File: src/rtl/fwd_hazard_unit.sv
// Forwarding and hazard unit: EX/MEM shadow pipeline, registered per-source forwarding selects,
// load-use stall and memory-wait freeze. Define FWD_PERF_CNT_EN to add stall/freeze cycle counters.
module fwd_hazard_unit #(
  parameter int unsigned AW   = 4,
  parameter int unsigned NSRC = 2
) (
  input  logic                 clk,
  input  logic                 reset,
  input  logic                 id_valid,
  input  logic [NSRC*AW-1:0]   id_src,
  input  logic [AW-1:0]        id_dst,
  input  logic                 id_regwrite,
  input  logic                 id_is_load,
  input  logic                 mem_ready,
  input  logic                 flush,
  output logic [2*NSRC-1:0]    ex_fwd_sel,
  output logic                 stall,
  output logic                 freeze
`ifdef FWD_PERF_CNT_EN
  ,
  output logic [15:0]          stall_cycles,
  output logic [15:0]          freeze_cycles
`endif
);

  typedef enum logic [1:0] {
    SEL_RF  = 2'b00,
    SEL_MEM = 2'b01,
    SEL_WB  = 2'b10
  } fwd_sel_e;

  typedef struct packed {
    logic          valid;
    logic [AW-1:0] dst;
    logic          regwrite;
    logic          is_load;
  } shadow_t;

  // The WB entry is never consulted: a WB-stage writer is visible through the
  // write-first register file, so only EX and MEM entries are kept.
  shadow_t ex_q;
  shadow_t mem_q;

  logic              ex_wr;
  logic              mem_wr;
  logic              src_hits_ex;
  logic              load_use;
  logic [2*NSRC-1:0] sel_next;

  assign ex_wr  = ex_q.valid  & ex_q.regwrite  & (ex_q.dst  != '0);
  assign mem_wr = mem_q.valid & mem_q.regwrite & (mem_q.dst != '0);

  always_comb begin
    sel_next    = '0;
    src_hits_ex = 1'b0;
    if (id_valid) begin
      for (int unsigned k = 0; k < NSRC; k++) begin
        if (id_src[k*AW +: AW] != '0) begin
          if (ex_wr && (ex_q.dst == id_src[k*AW +: AW])) begin
            sel_next[2*k +: 2] = SEL_MEM;
            src_hits_ex        = 1'b1;
          end else if (mem_wr && (mem_q.dst == id_src[k*AW +: AW])) begin
            sel_next[2*k +: 2] = SEL_WB;
          end
        end
      end
    end
  end

  assign load_use = id_valid & ex_wr & ex_q.is_load & src_hits_ex;
  assign freeze   = ~reset & mem_q.valid & mem_q.is_load & ~mem_ready;
  assign stall    = ~reset & ~freeze & ~flush & load_use;

  always_ff @(posedge clk) begin
    if (reset) begin
      ex_q       <= '0;
      mem_q      <= '0;
      ex_fwd_sel <= '0;
    end else if (!freeze) begin
      mem_q <= ex_q;
      if (flush || stall) begin
        ex_q       <= '0;
        ex_fwd_sel <= '0;
      end else begin
        ex_q       <= '{valid: id_valid, dst: id_dst, regwrite: id_regwrite, is_load: id_is_load};
        ex_fwd_sel <= sel_next;
      end
    end
  end

`ifdef FWD_PERF_CNT_EN
  always_ff @(posedge clk) begin
    if (reset) begin
      stall_cycles  <= '0;
      freeze_cycles <= '0;
    end else begin
      if (stall && (stall_cycles != '1))
        stall_cycles <= stall_cycles + 16'd1;
      if (freeze && (freeze_cycles != '1))
        freeze_cycles <= freeze_cycles + 16'd1;
    end
  end
`endif

endmodule

File: config.mk
export PLATFORM = sky130hd
export DESIGN_NAME = fwd_hazard_unit
export DESIGN_NICKNAME = d
export VERILOG_FILES = /design/src/rtl/fwd_hazard_unit.sv
export SDC_FILE = /design/constraint.sdc
export NUM_CORES = 1
export LEC_CHECK = 0
export ABC_AREA = 1
export CELL_PAD_IN_SITES_DETAIL_PLACEMENT = 1
export CELL_PAD_IN_SITES_GLOBAL_PLACEMENT = 1
export CORE_ASPECT_RATIO = 0.5
export CORE_MARGIN = 1
export CORE_UTILIZATION = 33
export DETAILED_ROUTE_END_ITERATION = 10
export PLACE_DENSITY_LB_ADDON = 0.15
export SETUP_SLACK_MARGIN = 0.1
export SYNTH_ARGS = -nofsm -noshare
export SYNTH_HDL_FRONTEND = slang
export SYNTH_SLANG_ARGS = --single-unit
File: constraint.sdc
create_clock -name clk -period 1.95 [get_ports clk]
set_clock_uncertainty 0.2 [all_clocks]
set_input_delay 0.195 -clock clk [delete_from_list [all_inputs] [get_ports clk]]
set_output_delay 0.195 -clock clk [all_outputs]
set_load 0.05 [all_outputs]
==> impl_metrics.tcl, run 1 <==
set metrics [dict create \
    critical_path.endpoint_type "primary output" \
    cts_root_buffer "clkbuf_8" \
    critical_path_peak_fanout 2 \
    hold_bufs_inserted_after_cts 0 \
    worstHoldPathType "in -> reg" \
    cp-start-kind "register" \
    die_width_um 79.7 \
    detailed_place_hpwl_mm 2.12 \
    ioPinCount 25 \
    fin_hold_ws_ns 0.0454 \
    yosysWarnings 0 \
    maxCapViolations 0 \
    clockBufferDepth 2 \
    worst_setup_hold_path_clk_slew_ns 0.07 \
    num_antenna_cells 0 \
    most_numerous_cell_in_the_yosys_netlist "nand2_1" \
    cpPeakStageDelay_ns 0.80 \
    detail_route.first_pass.iterations 4 \
    floorplan.rows 13 \
    grt_first_pass_wirelength_mm 4.62 \
    ys_dominant_reg_cell "dfxtp_1" \
    synth.yosys.seq_area_share_pct 36.1 \
    rsz0062_at_grt "yes" \
    post_synth_most_frequent_cells "nand2_1 (38), dfxtp_1 (18), inv_1 (14)" \
    tot_gr_track_use_pct 19.9 \
    worst-setup-path-type "reg -> out" \
    cp_top_family "buffers and inverters" \
    floorplan.die.height_um 40.9 \
    finalHoldViolCount 0 \
    worst_path_cell_chain "clkdlybuf4s50_1" \
    layout_setup_ws_ns 0.157 \
    cp_num_buf_inv 1 \
    worst_skew_pair.late_latency_ns 0.26 \
    tritoncts "yes" \
    timing.slew.headroom_pct 67.2 \
    nets_final 195 \
    vias_per_cell 4.78 \
    power.ir.vdd_worst_uv 346 \
    tightest_slew_ns 0.491 \
    route.detailed.wl_per_inst_um 13.3 \
    post-route-cell-area_um2 1440 \
    timing_max_transition_violations_final 0 \
    finalCriticalPeriod_ns 1.79 \
    route.detailed.drc 0 \
    start_util_pct 36.5 \
    drt.antenna.violating_nets 0 \
    drt_first_iter_violations 23 \
    cts_max_level 1 \
    final_weighted_congestion_in_routability_driven_placement 0.740 \
    finalSetupTns_ns 0 \
    synth.top_cell.area_share_pct 36.1 \
    die_area_um2 3260 \
    io_port_bufs 24 \
    flops_latches_synth 18 \
    wl_mm 2.83 \
    cts-buffers-inserted 3 \
    syn_nets 161 \
    status "finished, final reports clean" \
    synthToLayoutAreaGrowth_pct 44.0 \
    global_route.overflow_total 0 \
    placedInstanceArea_um2 1320 \
    floorplan_core_area_um2 2730 \
    share_of_post_route_cells_with_drive_strength_above_1_pct 25.7 \
    synthCells 142 \
    synth_cell_type_count 22 \
    grt_max_degree 14 \
    fmax_ghz 0.558 \
    synth.avg_cell_area_um2 7.02 \
    asyncSetResetFlopFracSynth_pct 0 \
    synth_top_cell_by_area "dfxtp_1" \
    total_power_w 0.000808 \
    vias 1014 \
    cp_slowest_cell "clkdlybuf4s50_1" \
    first_global_vias 972 \
    timing.final.crit_share_pct 92.0 \
    setup_viol 0 \
    place_worst_setup_slack_ns 0.0397 \
    synth_edf_count 0 \
    powerDensity_nw_per_um2 562 \
    critPathArrivalTime_ns 1.40 \
    leakagePower_nw 0.658 \
    cp.required_ns 1.55 \
    netlist_top_cells_area "dfxtp_1 (36%), nand2_1 (14%), inv_1 (5.3%)" \
    clkSinkCount 18 \
    grt_antenna_before_repair 0 \
    synth.cell_area_um2 997 \
]
## final cells by class
cell class | count | area (um^2)
Inverter | 19 | 75.1
Clock buffer | 4 | 55.1
Timing Repair Buffer | 32 | 317
Multi-Input combinational cell | 102 | 569
Fill cell | 354 | 1300
Tap cell | 37 | 46.3
Sequential cell | 18 | 374
## worst paths after layout
kind / from / endpoint / slack (ns) / depth (start not counted)
worst min-delay path: reset / mem_q[0]$_SDFFE_PP0N_ / 0.05 / 2
worst min register to register: ex_fwd_sel[3]$_SDFFE_PP0N_ / ex_fwd_sel[3]$_SDFFE_PP0N_ / 0.27 / 2
worst max register to register: ex_q[2]$_SDFFE_PP0N_ / ex_q[6]$_SDFFE_PP0N_ / 0.38 / 8
worst max-delay path: ex_fwd_sel[1]$_SDFFE_PP0N_ / ex_fwd_sel[1] / 0.16 / 1
## stage by stage
step | utilization, % | instances
after floorplan | - | 142
after global placement | 48.3 | 204
after detailed placement | 48.3 | 204
after CTS | 50.7 | 209
after global routing | 52.6 | 212
final | 52.6 | 212
## report_power, final
| group | leakage [nW] | internal (W) | switching [W] |
|---|---|---|---|
| logic | 0.479 | 0.0000541 | 0.0000604 |
| clock network | 0.0288 | 0.000180 | 0.000127 |
| registers | 0.150 | 0.000376 | 0.0000108 |
## flip-flops by register name, summed over array words and instances (netlist names)
name and flops:
ex_q 7, mem_q 7, ex_fwd_sel 4
## layer usage
metal / global-route usage (%) / part of all wire [%] / vias to the layer above
met4: 4.02 / 0.42 / 0
met5: 0 / 0 / -
met1: 25.1 / 47 / 465
li1: - / - / 525
met3: 5.56 / 5.5 / 2
met2: 35.5 / 47 / 22
## cells by family (layout without fill, tap and decap cells)
kind of cell | count (synthesis) | count (layout) | synth area share [%]
simple gates | 68 | 68 | 32.6
buf+inv | 22 | 55 | 8.53
compound gates | 28 | 28 | 17.4
xor+xnor | 6 | 6 | 5.27
flops | 18 | 18 | 36.1
## repair_timing
item / in CTS / in global routing
setup endpoints to repair: 2 / 2
buffers inserted: 1 / 3
pin swaps: 0 / 5
resized for setup: 13 / 10
## cells in the final DEF (no fill, tap or decap)
| cell | count |
|---|---|
| a21oi_4 | 1 |
| nor2_2 | 4 |
| nand3_4 | 1 |
| inv_2 | 5 |
| o21ai_2 | 5 |
| buf_12 | 2 |
| dfxtp_1 | 13 |
| dlymetal6s2s_1 | 2 |
| nand3_2 | 3 |
| nand2_4 | 1 |
| dfxtp_2 | 2 |
| nor2_4 | 2 |
| clkinvlp_4 | 1 |
| nand3_1 | 7 |
| a21oi_1 | 10 |
| nand2_2 | 3 |
| o21ai_1 | 2 |
| nand2_1 | 37 |
| inv_1 | 13 |
| nand4_1 | 2 |
| xor2_1 | 6 |
| buf_4 | 8 |
| dfxtp_4 | 3 |
| dlygate4sd2_1 | 7 |
| o22ai_1 | 3 |
| nor2_1 | 7 |
| nor3_1 | 1 |
| clkdlybuf4s50_1 | 13 |
| o21ai_0 | 7 |
| clkbuf_8 | 4 |
No activity file was read; power rests on OpenSTA's default activity.
==> run 2: changes to the inputs <==
--- a/config.mk
+++ b/config.mk
@@ -10,7 +10,7 @@
 export CELL_PAD_IN_SITES_GLOBAL_PLACEMENT = 1
 export CORE_ASPECT_RATIO = 0.5
 export CORE_MARGIN = 1
-export CORE_UTILIZATION = 33
+export CORE_UTILIZATION = 30
 export DETAILED_ROUTE_END_ITERATION = 10
 export PLACE_DENSITY_LB_ADDON = 0.15
 export SETUP_SLACK_MARGIN = 0.1
==> impl_metrics.tcl, run 2 (synthesis gave the netlist of run 1 again) <==
set metrics [dict create \
    status "finished, final reports clean" \
    worst_setup_hold_path_clk_slew_ns 0.07 \
    cts_root_buffer "clkbuf_8" \
    grt_antenna_before_repair 0 \
    power.ir.vdd_worst_uv 220 \
    worst_skew_pair.late_latency_ns 0.26 \
    final_weighted_congestion_in_routability_driven_placement 0.740 \
    drt.antenna.violating_nets 0 \
    worstHoldPathType "in -> reg" \
    vias 981 \
    finalSetupTns_ns 0 \
    die_area_um2 3570 \
    io_port_bufs 24 \
    layout_setup_ws_ns 0.166 \
    rsz0062_at_grt "yes" \
    tot_gr_track_use_pct 15.4 \
    global_route.overflow_total 0 \
    detail_route.first_pass.iterations 3 \
    cts_max_level 1 \
    clockBufferDepth 2 \
    worst-setup-path-type "reg -> out" \
    timing.final.crit_share_pct 91.5 \
    hold_bufs_inserted_after_cts 0 \
    wl_mm 2.55 \
    seqCellArea_um2 373 \
    multi_input_comb_area_um2 582 \
    nets_final 192 \
    route.detailed.drc 0 \
    route.detailed.wl_per_inst_um 12.0 \
    num_antenna_cells 0 \
    finalHoldViolCount 0 \
    first_global_vias 931 \
    floorplan.rows 14 \
    vias_per_cell 4.63 \
    critPathArrivalTime_ns 1.39 \
    tightest_slew_ns 0.487 \
    synthToLayoutAreaGrowth_pct 43.4 \
    tritoncts "yes" \
    grt_max_degree 27 \
    timing.slew.headroom_pct 67.4 \
    grt_first_pass_wirelength_mm 4.25 \
    clkSinkCount 18 \
    floorplan_core_area_um2 3080 \
    maxCapViolations 0 \
    share_of_post_route_cells_with_drive_strength_above_1_pct 25.0 \
    setup_viol 0 \
    die_width_um 83.5 \
    most_frequent_cells_in_the_layout "nand2_1 (34), inv_1 (14), dfxtp_1 (14)" \
    leakagePower_nw 0.646 \
    place_worst_setup_slack_ns 0.0616 \
    finalCriticalPeriod_ns 1.78 \
    powerDensity_nw_per_um2 567 \
    critical_path_peak_fanout 6 \
    ioPinCount 25 \
    drt_first_iter_violations 36 \
    cp-start-kind "register" \
    fillers 395 \
    timing_max_transition_violations_final 0 \
    cts-buffers-inserted 3 \
    largestRegisters "ex_q x7, mem_q x7, ex_fwd_sel x4" \
    critical_path.endpoint_type "primary output" \
    start_util_pct 32.3 \
    layout.cells.most_common "nand2_1" \
    floorplan.die.height_um 42.8 \
    cp.required_ns 1.55 \
    detailed_place_hpwl_mm 1.97 \
    fmax_ghz 0.561 \
]
run 2: changes by cell type in the layout (fill, tap and decap cells not counted), sizes merged:
| cell | change |
|---|---|
| clkinvlp | -1 |
| dlygate4sd2 | +2 |
| inv | +1 |
| dlymetal6s2s | -2 |
| buf | -3 |
run 2: layer usage:
metal	vias to the layer above	GRT usage [%]	part of all wire, %
li1	514	-	-
met1	447	22.2	54
met2	18	22.8	42
met3	2	4.67	4.0
met4	0	3.05	0.31
met5	-	0	0
run 2: report_power, final:
part / internal, W / leakage (nW) / total [W] / switching, W
clock: 0.000180 / 0.0288 / 0.000310 / 0.000130
sequential: 0.000375 / 0.149 / 0.000386 / 0.0000106
combinational: 0.0000545 / 0.468 / 0.000115 / 0.0000606
run 2: path summary, 6_finish.rpt:
| check | from | endpoint | slack (ns) | depth (start not counted) |
|---|---|---|---|---|
| worst max-delay path | ex_q[2]$_SDFFE_PP0N_ | stall | 0.17 | 7 |
| worst min-delay path | reset | mem_q[0]$_SDFFE_PP0N_ | 0.16 | 2 |
| worst max register to register | ex_q[2]$_SDFFE_PP0N_ | ex_fwd_sel[3]$_SDFFE_PP0N_ | 0.38 | 8 |
| worst min register to register | ex_fwd_sel[1]$_SDFFE_PP0N_ | ex_fwd_sel[1]$_SDFFE_PP0N_ | 0.26 | 2 |
run 2: stage by stage:
step	util [%]	cell area (um^2)	cells	power [W]	hold slack [ns]
final	46.4	1430	212	0.000811	0.160
after global routing	46.4	1430	212	0.000852	0.181
after CTS	44.8	1380	210	0.000818	0.166
after detailed placement	43.1	1330	206	0.000512	0.250
after global placement	43.1	1330	206	0.000510	0.246
after floorplan	-	997	142	0.000454	0.0954
run 2: worst max-delay path: stages, from the launching register on:
cell	delay, ns
dfxtp_4	0.40
nor2_4	0.05
a21oi_4	0.20
nand2_2	0.09
nor2_4	0.13
nand2_4	0.07
inv_2	0.07
buf_12	0.13
run 2: layout make-up:
cell class	count	share of cell area, %
Inverter	19	4.99
Sequential cell	18	26.1
Tap cell	40	3.50
Clock buffer	4	3.85
Multi-Input combinational cell	102	40.7
Timing Repair Buffer	29	20.9
run 2: timing repair:
item,CTS,global route
endpoints found under the setup margin,2,1
buffers inserted,0,2
pin swaps,1,11
gates resized for setup,14,11
gates cloned,0,0
==> run 3: changes to the inputs <==
--- a/config.mk
+++ b/config.mk
@@ -14,6 +14,7 @@
 export DETAILED_ROUTE_END_ITERATION = 10
 export PLACE_DENSITY_LB_ADDON = 0.15
 export SETUP_SLACK_MARGIN = 0.1
+export SLEW_MARGIN = 20
 export SYNTH_ARGS = -nofsm -noshare
 export SYNTH_HDL_FRONTEND = slang
 export SYNTH_SLANG_ARGS = --single-unit
==> results of run 3 <==
Final layout, timing and power as in run 2 (identical DEF).
